File: src/rtl/rabbit_ctrl.sv
// Rabbit cipher sequencer: key setup, counter re-init, optional IV setup, keystream handshake.
// Optional block counter output enabled by defining RABBIT_CTRL_BLKCNT_EN.
module rabbit_ctrl #(
    parameter int unsigned SETUP_ROUNDS = 4,
    parameter int unsigned RND_W        = 4
) (
    input  logic             clk,
    input  logic             rst_n,
    input  logic             start,
    input  logic             iv_en,
    input  logic             stop,
    input  logic             ks_ready,
    output logic             key_load,
    output logic             ctr_reinit,
    output logic             iv_load,
    output logic             su_en,
    output logic             ks_valid,
    output logic             busy,
`ifdef RABBIT_CTRL_BLKCNT_EN
    output logic [31:0]      blk_cnt,
`endif
    output logic [RND_W-1:0] round_cnt
);

    localparam logic [2:0] S_IDLE       = 3'd0;
    localparam logic [2:0] S_KEY_LOAD   = 3'd1;
    localparam logic [2:0] S_KEY_ITER   = 3'd2;
    localparam logic [2:0] S_CTR_REINIT = 3'd3;
    localparam logic [2:0] S_IV_LOAD    = 3'd4;
    localparam logic [2:0] S_IV_ITER    = 3'd5;
    localparam logic [2:0] S_GEN        = 3'd6;
    localparam logic [2:0] S_KS_VALID   = 3'd7;

    localparam logic [RND_W-1:0] LAST_RND = RND_W'(SETUP_ROUNDS - 1);

    logic [2:0]       state;
    logic [2:0]       nxt;
    logic             iv_flag;
    logic             iv_flag_d;
    logic [RND_W-1:0] rnd_d;
    logic             key_load_d;
    logic             ctr_reinit_d;
    logic             iv_load_d;
    logic             su_en_d;
    logic             ks_valid_d;
    logic             busy_d;

    // Next-state, round index and Moore output decode from the next state
    always_comb begin
        nxt          = state;
        iv_flag_d    = iv_flag;
        rnd_d        = '0;
        key_load_d   = 1'b0;
        ctr_reinit_d = 1'b0;
        iv_load_d    = 1'b0;
        su_en_d      = 1'b0;
        ks_valid_d   = 1'b0;
        busy_d       = 1'b0;

        if (stop) begin
            nxt = S_IDLE;
        end else begin
            case (state)
                S_IDLE: begin
                    if (start) begin
                        nxt       = S_KEY_LOAD;
                        iv_flag_d = iv_en;
                    end
                end
                S_KEY_LOAD:   nxt = S_KEY_ITER;
                S_KEY_ITER: begin
                    if (round_cnt == LAST_RND) nxt = S_CTR_REINIT;
                    else rnd_d = RND_W'(round_cnt + 1'b1);
                end
                S_CTR_REINIT: nxt = iv_flag ? S_IV_LOAD : S_GEN;
                S_IV_LOAD:    nxt = S_IV_ITER;
                S_IV_ITER: begin
                    if (round_cnt == LAST_RND) nxt = S_GEN;
                    else rnd_d = RND_W'(round_cnt + 1'b1);
                end
                S_GEN:        nxt = S_KS_VALID;
                S_KS_VALID: begin
                    // Rekey wins over a same-cycle transfer; the pending block is dropped
                    if (start) begin
                        nxt       = S_KEY_LOAD;
                        iv_flag_d = iv_en;
                    end else if (ks_ready) begin
                        nxt = S_GEN;
                    end
                end
                default:      nxt = S_IDLE;
            endcase
        end

        key_load_d   = (nxt == S_KEY_LOAD);
        ctr_reinit_d = (nxt == S_CTR_REINIT);
        iv_load_d    = (nxt == S_IV_LOAD);
        su_en_d      = (nxt == S_KEY_ITER) || (nxt == S_IV_ITER) || (nxt == S_GEN);
        ks_valid_d   = (nxt == S_KS_VALID);
        busy_d       = (nxt != S_IDLE) && (nxt != S_KS_VALID);
    end

    // State and registered outputs
    always_ff @(posedge clk or negedge rst_n) begin
        if (!rst_n) begin
            state      <= S_IDLE;
            iv_flag    <= 1'b0;
            round_cnt  <= '0;
            key_load   <= 1'b0;
            ctr_reinit <= 1'b0;
            iv_load    <= 1'b0;
            su_en      <= 1'b0;
            ks_valid   <= 1'b0;
            busy       <= 1'b0;
        end else begin
            state      <= nxt;
            iv_flag    <= iv_flag_d;
            round_cnt  <= rnd_d;
            key_load   <= key_load_d;
            ctr_reinit <= ctr_reinit_d;
            iv_load    <= iv_load_d;
            su_en      <= su_en_d;
            ks_valid   <= ks_valid_d;
            busy       <= busy_d;
        end
    end

`ifdef RABBIT_CTRL_BLKCNT_EN
    logic xfer_c;
    assign xfer_c = (state == S_KS_VALID) && ks_ready && !start && !stop;

    // Saturating count of accepted blocks since the last key load
    always_ff @(posedge clk or negedge rst_n) begin
        if (!rst_n) begin
            blk_cnt <= '0;
        end else if (key_load_d) begin
            blk_cnt <= '0;
        end else if (xfer_c && (blk_cnt != 32'hFFFF_FFFF)) begin
            blk_cnt <= blk_cnt + 32'd1;
        end
    end
`endif

endmodule
File: config.mk
export PLATFORM = sky130hd
export DESIGN_NAME = rabbit_ctrl
export DESIGN_NICKNAME = d
export VERILOG_FILES = /design/src/rtl/rabbit_ctrl.sv
export SDC_FILE = /design/constraint.sdc
export NUM_CORES = 1
export LEC_CHECK = 0
export ABC_CLOCK_PERIOD_IN_PS = 4200
export BUFFER_PORTS_ARGS = -buffer_cell sky130_fd_sc_hd__buf_2
export CAP_MARGIN = 20
export CORE_MARGIN = 5
export CORE_UTILIZATION = 40
export DETAILED_ROUTE_END_ITERATION = 8
export PLACE_DENSITY = 0.66
export SETUP_SLACK_MARGIN = 0.4
export SYNTH_ARGS = -nofsm -noshare
export SYNTH_HDL_FRONTEND = slang
export SYNTH_SLANG_ARGS = --single-unit
File: constraint.sdc
create_clock -name clk -period 4.2 [get_ports clk]
set_input_delay 0.42 -clock clk [delete_from_list [all_inputs] [get_ports clk]]
set_output_delay 0.42 -clock clk [all_outputs]
set_load 0.01 [all_outputs]
==> summary.md <==
| Metric | Value |
|---|---|
| Outcome | completed |
| Clock-pin slew on the worst setup and hold paths | 0.09 ns |
| Most used cell, CP | nor3b_4 |
| Clk network pwr share | 0.310 |
| Clk sinks | 14 |
| Die Y | 50.8 um |
| Netlist cell types | 28 |
| Max-cap viol count | 0 |
| Slew Limit Fails | 0 |
| Fin nets | 81 |
| Switch share | 0.285 |
| Port bufs | 15 |
| Largest cells by area after synthesis | dfrtp_1, nor3b_4, a211oi_4 |
| DRC | 0 |
| Initial drt markers | 7 |
| Yosys top cell area share | 0.525 |
| First-pass GRT wire length | 2300 um |
| # Post-CTS Setup Buffers | 0 |
| Core Region | 1540 um^2 |
| Die W | 50.8 um |
| RSZ-0062 raised after global routing | false |
| Post-CTS sizing | 0 |
| Asr flop ratio synth | 1.00 |
| Worst-margin pin slew | 0.465 ns |
| WP data required | 4.37 ns |
| CTS tree | yes |
| Worst skew pair latency | 0.28 ns |
| Area of the multi-input gates | 294 um^2 |
| Fin crit share | 0.494 |
| Critical Path Source Type | register |
| Min-Delay Path Class | input port to asynchronous set/reset pin |
| Worst VDD drop | 183 uV |
| Leakage | 0.000394 uW |
| Setup Skew | 0.00190 ns |
| Number of global-route vias before repair | 510 |
| Syn nets | 62 |
| Total Routing Usage GR | 0.113 |
| Vias | 472 |
| Sequential power share | 0.508 |
| Count leader, synth | dfrtp_1 |
| Std-Cell Rows | 14 |
| Register area | 350 um^2 |
| Final hold slack | 0.0121 ns |
| Longest Clk Path Bufs | 2 |
| Comb power frac | 0.182 |
| PwrDens | 404 nW/um^2 |
| Fraction of the yosys area taken by sequential cells | 0.525 |
| Mapped Area | 667 um^2 |
| TNS Setup | 0 ns |
| Die Area | 2580 um^2 |
| Ant. Diodes | 0 |
| Cells after Synth | 55 |
| Rel. slew slack | 0.689 |
| Vias/cell | 5.30 |
| Post-route cell area | 787 um^2 |
| Final number of setup-violating endpoints | 0 |
| Slowest CP cell | dfrtp_1 |
| Fillers | 152 |
| Gp weighted congestion | 0.849 |
| Worst path max stage delay | 0.40 ns |
| Syn-to-layout area delta | 18.0% |
| Largest net degree at the start of global routing | 15 |
| Post-Route WL | 1250 um |
| WL/cell | 14.0 um |
| Placed wire-length estimate | 953 um |
| CTS Buf Count | 3 |
| CP Capture Type | register |
| Psw | 90.6 uW |
| EDFF count, synth | 0 |
| Synth cell count leaders | dfrtp_1, nor3_1, inv_1, nand2_1, nor2_1 |
| I/O pin total | 16 |
| Initial core utilization | 0.433 |
| Main synth FF type | dfrtp_1 |
| Final Hold Viols | 0 |
| Area leader, netlist | dfrtp_1 |
| Cts hold-fix bufs | 0 |
| Crit Path Class | register to register |
| Total power draw | 318 uW |
| Initial antenna violation count | 0 |
| CP Data Arrival Time | 2.25 ns |
| Share of layout cells above drive strength 1 | 0.329 |
| Flop and latch count out of synthesis | 14 |
| Crit path time final | 2.07 ns |
| DRT Pass-1 Iters | 4 |
| Antenna Violating Nets Remaining | 0 |
| Htree depth | 1 |
| Placed cell areas | 751 um^2 |
| Global route overflow | 0 |
| Root Buffer | clkbuf_4 |
| Fmax | 0.482 GHz |
| Synth Warn # | 0 |
| P_int | 227 uW |
| Worst-path fanout max | 7 |
| Syn Area/Cell | 12.1 um^2 |
| Crit path cell chain | ha_1, nor3b_4, o311ai_2, a211oi_4, nor3b_4, mux2_1 |
[final timing paths]
| path | start | end | slack (ns) | cells past startpoint |
|---|---|---|---|---|
| max | round_cnt[0]$_DFF_PN0_ | iv_flag$_DFFE_PN0P_ | 2.13 | 6 |
| min | rst_n | state[2]$_DFF_PN0_ | 0.01 | 1 |
| max reg2reg | round_cnt[0]$_DFF_PN0_ | iv_flag$_DFFE_PN0P_ | 2.13 | 6 |
| min reg2reg | round_cnt[0]$_DFF_PN0_ | round_cnt[0]$_DFF_PN0_ | 0.52 | 1 |
| max in group asynchronous | rst_n | ks_valid$_DFF_PN0_ | 3.96 | 1 |
| min in group clk | iv_en | iv_flag$_DFFE_PN0P_ | 0.35 | 2 |
[layout by cell type (no fill, tap or decap), types with 2 or more instances in the layout]
cell type,synthesis,layout
a211o_1,2,2
a21oi_1,2,2
buf_2,0,15
clkbuf_4,0,3
dfrtp_1,14,14
inv_1,3,3
nand2_1,3,3
nand2b_1,2,2
nand3_1,2,2
nor2_1,3,3
nor3_1,4,4
nor3b_4,2,2
[power groups by stage]
stage               clock network, uW  registers (uW)  logic [uW]
floorplan                           0             164        38.8
global placement                    0             163        57.5
detailed placement                  0             164        58.2
CTS                              98.8             162        58.5
global route                      103             165        65.1
finish                           98.5             162        57.9
[worst max-delay path, delay by kind of cell (launching register included)]
| kind | cells | cell delay (ns) |
|---|---|---|
| AOI/OAI and AO/OA | 2 | 0.44 |
| adders and majority gates | 1 | 0.20 |
| muxes | 1 | 0.34 |
| DFF | 1 | 0.40 |
| and+or+nand+nor | 2 | 0.59 |
[metal layers]
metal	routed length [um]	GRT usage
met5	0	0
met2	532	0.147
met4	25	0.0638
met1	641	0.176
met3	47	0.0174
[cells by family (layout without fill, tap and decap cells)]
| logic type | count (synthesis) | after routing | share of synthesized area |
|---|---|---|---|
| DFF | 14 | 14 | 0.525 |
| adders and majority gates | 1 | 1 | 0.0188 |
| xor gates and xnor gates | 2 | 2 | 0.0263 |
| buffers and inverters | 4 | 22 | 0.0338 |
| and+or+nand+nor | 25 | 25 | 0.253 |
| AOI/OAI and AO/OA | 7 | 7 | 0.111 |
| muxes | 2 | 2 | 0.0319 |
[state kept, by name, indices dropped and copies added, names as in the netlist]
signal / flops
busy: 1
ks_valid: 1
state: 3
iv_flag: 1
iv_load: 1
round_cnt: 4
ctr_reinit: 1
key_load: 1
su_en: 1
[through the flow]
step	cells	setup WS, ns	util
2_1_floorplan	55	2.22	-
3_3_place_gp	85	2.21	0.487
3_5_place_dp	85	2.15	0.487
4_1_cts	89	2.13	0.511
5_1_grt	89	1.98	0.511
6_report	89	2.13	0.511
[area by class of cell]
| class | count | area share |
|---|---|---|
| Inverter | 3 | 0.0143 |
| Sequential cell | 14 | 0.445 |
| Multi-Input combinational cell | 37 | 0.374 |
| Timing Repair Buffer | 15 | 0.0954 |
| Clock buffer | 4 | 0.0461 |
| Tap cell | 16 | 0.0254 |
(Power assumes the default switching activity.)
